## src/rtl/averager_pkg.sv

```systemverilog
// Shared definitions for the moving averager.
// Provides the mode encodings seen on the mode input and the window-state enum.
package averager_pkg;

  localparam logic MODE_SLIDING = 1'b0;
  localparam logic MODE_BLOCK   = 1'b1;

  typedef enum logic {
    S_FILL   = 1'b0,
    S_STEADY = 1'b1
  } state_t;

endpackage

```

## src/rtl/avg_ring_buffer.sv

```systemverilog
// Circular sample store for the moving averager.
// Ports:
//   clk   - rising-edge clock
//   we    - write enable, stores wdata at addr on the edge
//   addr  - shared read/write address (the averager's write pointer)
//   wdata - sample to store
//   rdata - current contents at addr, i.e. the value before this edge's write
// Storage is not reset; the averager never consumes an entry before it has
// been written since the last flush.
module avg_ring_buffer #(
  parameter int WIDTH      = 12,
  parameter int LOG2_DEPTH = 8
) (
  input  logic                  clk,
  input  logic                  we,
  input  logic [LOG2_DEPTH-1:0] addr,
  input  logic [WIDTH-1:0]      wdata,
  output logic [WIDTH-1:0]      rdata
);

  localparam int DEPTH = 2 ** LOG2_DEPTH;

  logic [WIDTH-1:0] mem [DEPTH];

  always_ff @(posedge clk) begin
    if (we) begin
      mem[addr] <= wdata;
    end
  end

  // Read is combinational so the evicted sample is available in the same
  // cycle as the write that replaces it.
  assign rdata = mem[addr];

endmodule

```

## src/rtl/moving_averager.sv

```systemverilog
// Moving / block averager over a window of 2**LOG2_DEPTH unsigned samples.
//
// state    | meaning
// ---------+------------------------------------------------------------
// S_FILL   | fewer than DEPTH samples accumulated since the last flush
// S_STEADY | window full (sliding mode only); each sample evicts the oldest
//
// Ports:
//   clk     - sole clock, rising edge
//   reset   - synchronous active-high reset, overrides everything
//   EN      - Din accepted on an edge where EN=1
//   Din     - unsigned sample
//   mode    - 0 sliding window, 1 decimating block average
//   clear   - synchronous flush of window state (Q held)
//   Q       - registered average, floor(sum / DEPTH)
//   q_valid - one-cycle pulse marking a new Q
//   full    - window holds DEPTH samples (block mode: pulses with q_valid)
module moving_averager
  import averager_pkg::*;
#(
  parameter int WIDTH      = 12,
  parameter int LOG2_DEPTH = 8
) (
  input  logic             clk,
  input  logic             reset,
  input  logic             EN,
  input  logic [WIDTH-1:0] Din,
  input  logic             mode,
  input  logic             clear,
  output logic [WIDTH-1:0] Q,
  output logic             q_valid,
  output logic             full
);

  localparam int DEPTH = 2 ** LOG2_DEPTH;
  localparam int ACC_W = WIDTH + LOG2_DEPTH;

  state_t                state_q, state_d;
  logic [ACC_W-1:0]      sum_q, sum_d;
  logic [LOG2_DEPTH:0]   count_q, count_d;
  logic [LOG2_DEPTH-1:0] wr_ptr_q, wr_ptr_d;
  logic [WIDTH-1:0]      q_q, q_d;
  logic                  q_valid_q, q_valid_d;
  logic                  mode_q, mode_d;

  logic [WIDTH-1:0]      oldest;
  logic                  flush;
  logic                  accept;
  logic                  last_fill;
  logic [ACC_W-1:0]      sum_fill;
  logic [ACC_W-1:0]      sum_slide;

  // A mode change mid-stream mixes incompatible window semantics, so it
  // flushes exactly like clear.
  assign flush  = clear | (mode != mode_q);
  assign accept = EN & ~flush;

  assign last_fill = (count_q == (LOG2_DEPTH + 1)'(DEPTH - 1));
  assign sum_fill  = sum_q + ACC_W'(Din);
  // oldest is always part of sum_q, so subtracting first cannot underflow
  // and the result never exceeds DEPTH * max sample.
  assign sum_slide = sum_q - ACC_W'(oldest) + ACC_W'(Din);

  avg_ring_buffer #(
    .WIDTH      (WIDTH),
    .LOG2_DEPTH (LOG2_DEPTH)
  ) u_ring (
    .clk   (clk),
    .we    (accept & ~reset),
    .addr  (wr_ptr_q),
    .wdata (Din),
    .rdata (oldest)
  );

  always_comb begin
    state_d   = state_q;
    sum_d     = sum_q;
    count_d   = count_q;
    wr_ptr_d  = wr_ptr_q;
    q_d       = q_q;
    q_valid_d = 1'b0;
    mode_d    = mode;

    if (flush) begin
      state_d  = S_FILL;
      sum_d    = '0;
      count_d  = '0;
      wr_ptr_d = '0;
    end else if (EN) begin
      wr_ptr_d = wr_ptr_q + 1'b1;
      unique case (state_q)
        S_FILL: begin
          if (last_fill) begin
            q_d       = sum_fill[ACC_W-1:LOG2_DEPTH];
            q_valid_d = 1'b1;
            if (mode_q == MODE_BLOCK) begin
              sum_d   = '0;
              count_d = '0;
            end else begin
              sum_d   = sum_fill;
              count_d = count_q + 1'b1;
              state_d = S_STEADY;
            end
          end else begin
            sum_d   = sum_fill;
            count_d = count_q + 1'b1;
          end
        end
        S_STEADY: begin
          sum_d     = sum_slide;
          q_d       = sum_slide[ACC_W-1:LOG2_DEPTH];
          q_valid_d = 1'b1;
        end
      endcase
    end
  end

  always_ff @(posedge clk) begin
    if (reset) begin
      state_q   <= S_FILL;
      sum_q     <= '0;
      count_q   <= '0;
      wr_ptr_q  <= '0;
      q_q       <= '0;
      q_valid_q <= 1'b0;
      mode_q    <= mode;
    end else begin
      state_q   <= state_d;
      sum_q     <= sum_d;
      count_q   <= count_d;
      wr_ptr_q  <= wr_ptr_d;
      q_q       <= q_d;
      q_valid_q <= q_valid_d;
      mode_q    <= mode_d;
    end
  end

  assign Q       = q_q;
  assign q_valid = q_valid_q;
  // Block mode never dwells in S_STEADY, so full marks the completed block.
  assign full    = (state_q == S_STEADY) | ((mode_q == MODE_BLOCK) & q_valid_q);

endmodule

```

## config.mk

```make
export PLATFORM = sky130hd
export DESIGN_NAME = moving_averager
export DESIGN_NICKNAME = d
export VERILOG_FILES = /design/src/rtl/averager_pkg.sv /design/src/rtl/avg_ring_buffer.sv /design/src/rtl/moving_averager.sv
export SDC_FILE = /design/constraint.sdc
export NUM_CORES = 2
export LEC_CHECK = 0
export ABC_AREA = 0
export ABC_CLOCK_PERIOD_IN_PS = 5400
export CORE_AREA = 2 2 537 539
export CTS_CLUSTER_SIZE = 40
export DETAILED_ROUTE_END_ITERATION = 6
export DIE_AREA = 0 0 539 541
export PLACE_DENSITY = 0.64
export SETUP_SLACK_MARGIN = 0.05
export SLEW_MARGIN = 25
export SYNTH_ARGS = -nofsm -noshare
export SYNTH_HDL_FRONTEND = slang
export SYNTH_SLANG_ARGS = --single-unit
export TNS_END_PERCENT = 100
```

## constraint.sdc

```tcl
create_clock -name clk -period 5.4 [get_ports clk]
set_clock_uncertainty 0.05 [all_clocks]
set_input_delay 1.08 -clock clk [delete_from_list [all_inputs] [get_ports clk]]
set_output_delay 1.08 -clock clk [all_outputs]
set_load 0.02 [all_outputs]
```

Word-level counts from Yosys, hierarchy flattened
Memory sizes are Yosys's and may differ from the RTL's. A register that Yosys moved wholly into a read port is not among the register bits.
Cells that the tools add are included.

operators by class
  $add $sub $neg = 5
  equality and inequality tests = 3
  muxes and demuxes = 16
  bitwise logic cells = 9
  reductions and logical operators = 4

operator list
  cell                   count
  $add A20 B12 Y20       2
  $mux W20               2
  $pmux W20 S2           1
  $pmux W12 S2           1
  $sub A20 B12 Y20       1
  $mux W9                2
  $mux W8                2
  $mux W12               1
  $add A9 B1 Y9 const B  1
  $eq A9 B8 Y1 const B   1
  $add A8 B1 Y8 const B  1
  $mux W1                6
  $not A1 Y1             4
  $and A1 B1 Y1          3
  $reduce_and A3 Y1      1
  $reduce_or A3 Y1       1
  $ne A2 B2 Y1 const B   1
  $or A1 B1 Y1           2
  $pmux W1 S2            1
  $reduce_and A2 Y1      1
  $reduce_or A2 Y1       1
  $ne A1 B1 Y1           1

storage, ports and cells
  bits in registers = 52
  memory bits (writable) = 3,072
  bits of input ports = 17
  output and inout bits = 14
  word-level logic and storage cells = 45
  memories = 1

memory list
  memory      depth  width  read ports  clocked after memory_dff  write ports  line                   source
  u_ring.mem  256    12     1           1                         1            avg_ring_buffer.sv:23  logic [WIDTH-1:0] mem [DEPTH];

Logic depth before layout (Yosys ltp)
  depth in word-level cells = 7
  mapped depth = 27
  gate-level depth less buffers = 21

By module
Synthesis repeated with hierarchy kept, for this count alone.

unflattened totals
  cell total of the unflattened synthesis = 5,691
  area, all modules = 121,190.0 µm²

by module, submodules not included
  module           times used  cells each  area each (µm²)  seq. area each (µm²)
  avg_ring_buffer  1           5,125       116,604.3        92,248.5
  moving_averager  1           566         4,585.6          1,041.0

Worst setup path before layout
OpenSTA, ideal clock, no wires.

  kind = register to register
  start point = reg (tool-made name)
  end point = reg q_q[6], in the netlist Q[6]
  setup time = 91 ps
  arrival time = 4,849 ps
  data required time = 5,259 ps
  slack = 410 ps
  stages on the path, launching flop included = 23
  cells stage by stage = dfxtp_1 > buf_6 > buf_6 > buf_4 > buf_2 > mux4_2 > mux4_2 > o211ai_1 > a31oi_1 > o31a_1 > ha_1 > inv_1 > ha_1 > inv_1 > fa_1 > nor2b_1 > o21ai_0 > a211oi_1 > o2111ai_1 > nand2_1 > a21boi_0 > mux2_2 > a311oi_1

RTL lines
  what                    line                    source
  end signal: assignment  moving_averager.sv:132  q_q <= q_d;
  end: declaration        moving_averager.sv:42   logic [WIDTH-1:0] q_q, q_d;

==> impl_metrics.json <==
{
  "syn_area_um2": 122600,
  "violations": "setup timing",
  "wire_per_inst_um": 30.22,
  "crit_path_max_fanout": 8,
  "cp.arrival_ns": 6.36,
  "clockRootBuffer": "clkbuf_16",
  "cts_buffer_depth": 4,
  "hpwl_um": 197000,
  "wirelength_um": 319600,
  "power.total_mw": 49.53,
  "preCtsSetupSlack_ns": -0.9321,
  "postSynthCellCount": 5628,
  "grt_pass1_vias": 62300,
  "clkSinkCount": 3132,
  "dieArea_um2": 291600,
  "critPathRequiredTime_ns": 6.07,
  "clk_latency_ns": 0.89,
  "startpoint_type": "flop",
  "max_stage_delay_ns": 0.74,
  "area_growth_pct": 18.35,
  "drive_above_1_share": 0.3402,
  "grt_max_degree": 179,
  "period_share": 1.054,
  "yosys.area.top_type": "edfxtp_1",
  "row_count": 197,
  "drtAntennaViolNets": 0,
  "p_leak_nw": 45.15,
  "synth_top_area_frac": 0.7525,
  "async_flop_share": 0,
  "drc_errors": 0,
  "yosysMostFrequentCell": "edfxtp_1",
  "criticalPathCategory": "reg2reg",
  "final_nets": 6618,
  "drt_iter0_markers": 7898,
  "cts-buffers-inserted": 319,
  "path_clk_slew_ns": 0.07,
  "core_area_um2": 286400,
  "die_width_um": 539,
  "yosysWarnings": 0,
  "cts_tree": "done",
  "grt_pass1_wl_um": 459200,
  "rsz0062_at_grt": "true",
  "synth_common_cells": "3072 x edfxtp_1, 834 x mux4_2, 328 x nor2_1, 213 x mux2i_1, 134 x clkbuf_1",
  "track_usage": 0.2170,
  "hold_class": "reg2reg",
  "seq_area_frac_synth": 0.7623,
  "worst_pin_slew_ns": 1.077,
  "slowest_stage": "o211ai_1",
  "holdBufCountCts": 0,
  "fillers": 22480,
  "setup_violations": 21,
  "fin_crit_ns": 5.691,
  "die_y_um": 541,
  "avgViaCountPerCell": 5.908,
  "endpoint_kind": "flop",
  "ys.flop_type": "edfxtp_1",
  "overflow": 0,
  "synth_nets": 5701,
  "relSlewSlack": 0.2796,
  "cp_num_buf_inv": 6,
  "slew_viol_final": 0,
  "num_vias": 62480,
  "worstPathCellList": "buf_16 -> buf_16 -> buf_16 -> mux4_2 -> mux4_2 -> o211ai_1 -> a31oi_1 -> o31a_1 -> fa_1 -> inv_2 -> ha_4 -> a21oi_4 -> o211ai_1 -> buf_4 -> a211oi_2 -> buf_4 -> o21ai_2 -> xnor2_1 -> nor2_1 -> a211oi_2 -> a211oi_1",
  "finalHoldViolCount": 0,
  "worst_slack_ns": -0.2915,
  "outcome": "finished with violations",
  "drt_pass1_iterations": 5,
  "ir_drop_mv": 0.2430,
  "gp_congestion": 0.8758,
  "io_pins": 31,
  "critPathTopFamily": "compound AO/OA/AOI/OAI gates",
  "synthDistinctLibCells": 64,
  "maxCapViolCount": 0,
  "hold_ws_ns": 0.4446,
  "path_common_cell": "buf_16",
  "power.density_nw_per_um2": 341.4,
  "ys_ff_latch": 3132,
  "antenna_found_initial": 19,
  "portBuffers": 30,
  "fmax_ghz": 0.1757,
  "synth.avg_cell_area_um2": 21.78,
  "synth_edf_count": 3072,
  "start_util": 0.4280,
  "synth.area.top_cells": "edfxtp_1 75%, mux4_2 15%, mux2i_1 1.7%",
  "htreeDepth": 5
}
==> what timing repair did <==
item / CTS / global route
gates resized for setup: 209 / 57
cloned: 12 / 0
setup endpoints to repair: 28 / 25
buffers inserted: 68 / 12
pin swaps: 54 / 40
==> placed cells by master, fill, tap and decap left out, types with 24 or more instances in the layout <==
cell type and instances:
clkbuf_1 65, edfxtp_1 3072, clkinv_2 45, ha_1 37, o21ai_0 61, a211oi_1 49
clkinv_1 75, mux4_2 834, dfxtp_1 55, clkbuf_16 327, o22ai_1 71, mux2i_1 206
nor2_1 325, o211ai_1 26, a21oi_1 49, buf_4 744, nand2_1 67, buf_6 28
nand3_1 24, inv_1 61, buf_12 78
==> path summary, 6_finish.rpt <==
check | startpoint | to | slack, ns | cells past startpoint
hold reg to reg | count_q[1]$_SDFFE_PP0P_ | count_q[1]$_SDFFE_PP0P_ | 0.44 | 2
setup / recovery | flop | sum_q[15]$_SDFFE_PP0P_ | -0.29 | 21
setup reg to reg | flop | sum_q[15]$_SDFFE_PP0P_ | -0.29 | 21
hold / removal | count_q[1]$_SDFFE_PP0P_ | count_q[1]$_SDFFE_PP0P_ | 0.44 | 2
==> layer usage <==
metal	vias to the layer above	part of all wire	global-route usage
met5	-	0.00028	0
met4	14	0.031	0.06449
met3	517	0.087	0.03607
met2	3035	0.47	0.3411
met1	33430	0.41	0.3129
li1	25490	-	-
==> cell type report <==
cell class	count	area (um^2)	area share
diodes	5	12.51	0.00008624
clock buffers	396	8482	0.05846
clock inverters	170	1434	0.009883
inverters	66	247.7	0.001708
multi-input cells	2115	28110	0.1937
flip-flops and latches	3132	93470	0.6442
well taps	3781	4731	0.03261
repair buffers	911	8598	0.05926
==> flip-flops by register name, indices dropped and copies added (netlist names), named ones only <==
register    flops
wr_ptr_q        8
u_ring.mem   3072
state_q         1
Q              12
sum_q          20
mode_q          1
count_q         9
q_valid         1
==> worst min-delay path, cell delays in order, from the launching register on <==
cell and delay [ns]:
dfxtp_1 0.33, nand2_1 0.06, a21oi_1 0.05
==> cells by family after synthesis <==
logic type      synth area share
mux                       0.1713
buf+inv                  0.01526
compound gates           0.02214
xor+xnor                0.003072
fa+ha+maj               0.006512
simple gates             0.01937
flops                     0.7623
==> report_power, final <==
part | total, mW | leakage [nW] | internal (mW) | switching (mW)
Clock | 21.3 | 4.81 | 12.2 | 9.10
Sequential | 26.7 | 28.1 | 26.7 | 0.00684
Combinational | 1.59 | 12.2 | 0.634 | 0.952
Total | 49.5 | 45.1 | 39.5 | 10.1
==> stage by stage <==
step | std cells | area [um^2] | util | TNS [ns]
after global routing | 10570 | 145100 | 0.5065 | -5.718
final | 10580 | 145100 | 0.5065 | -3.229
after CTS | 10560 | 144700 | 0.5051 | -1.605
after floorplan | 5628 | 122600 | - | 0
after detailed placement | 9914 | 132900 | 0.4638 | -17.33
after global placement | 9913 | 132800 | 0.4637 | -19.38
Note: power is estimated with default switching activity, not from simulation.
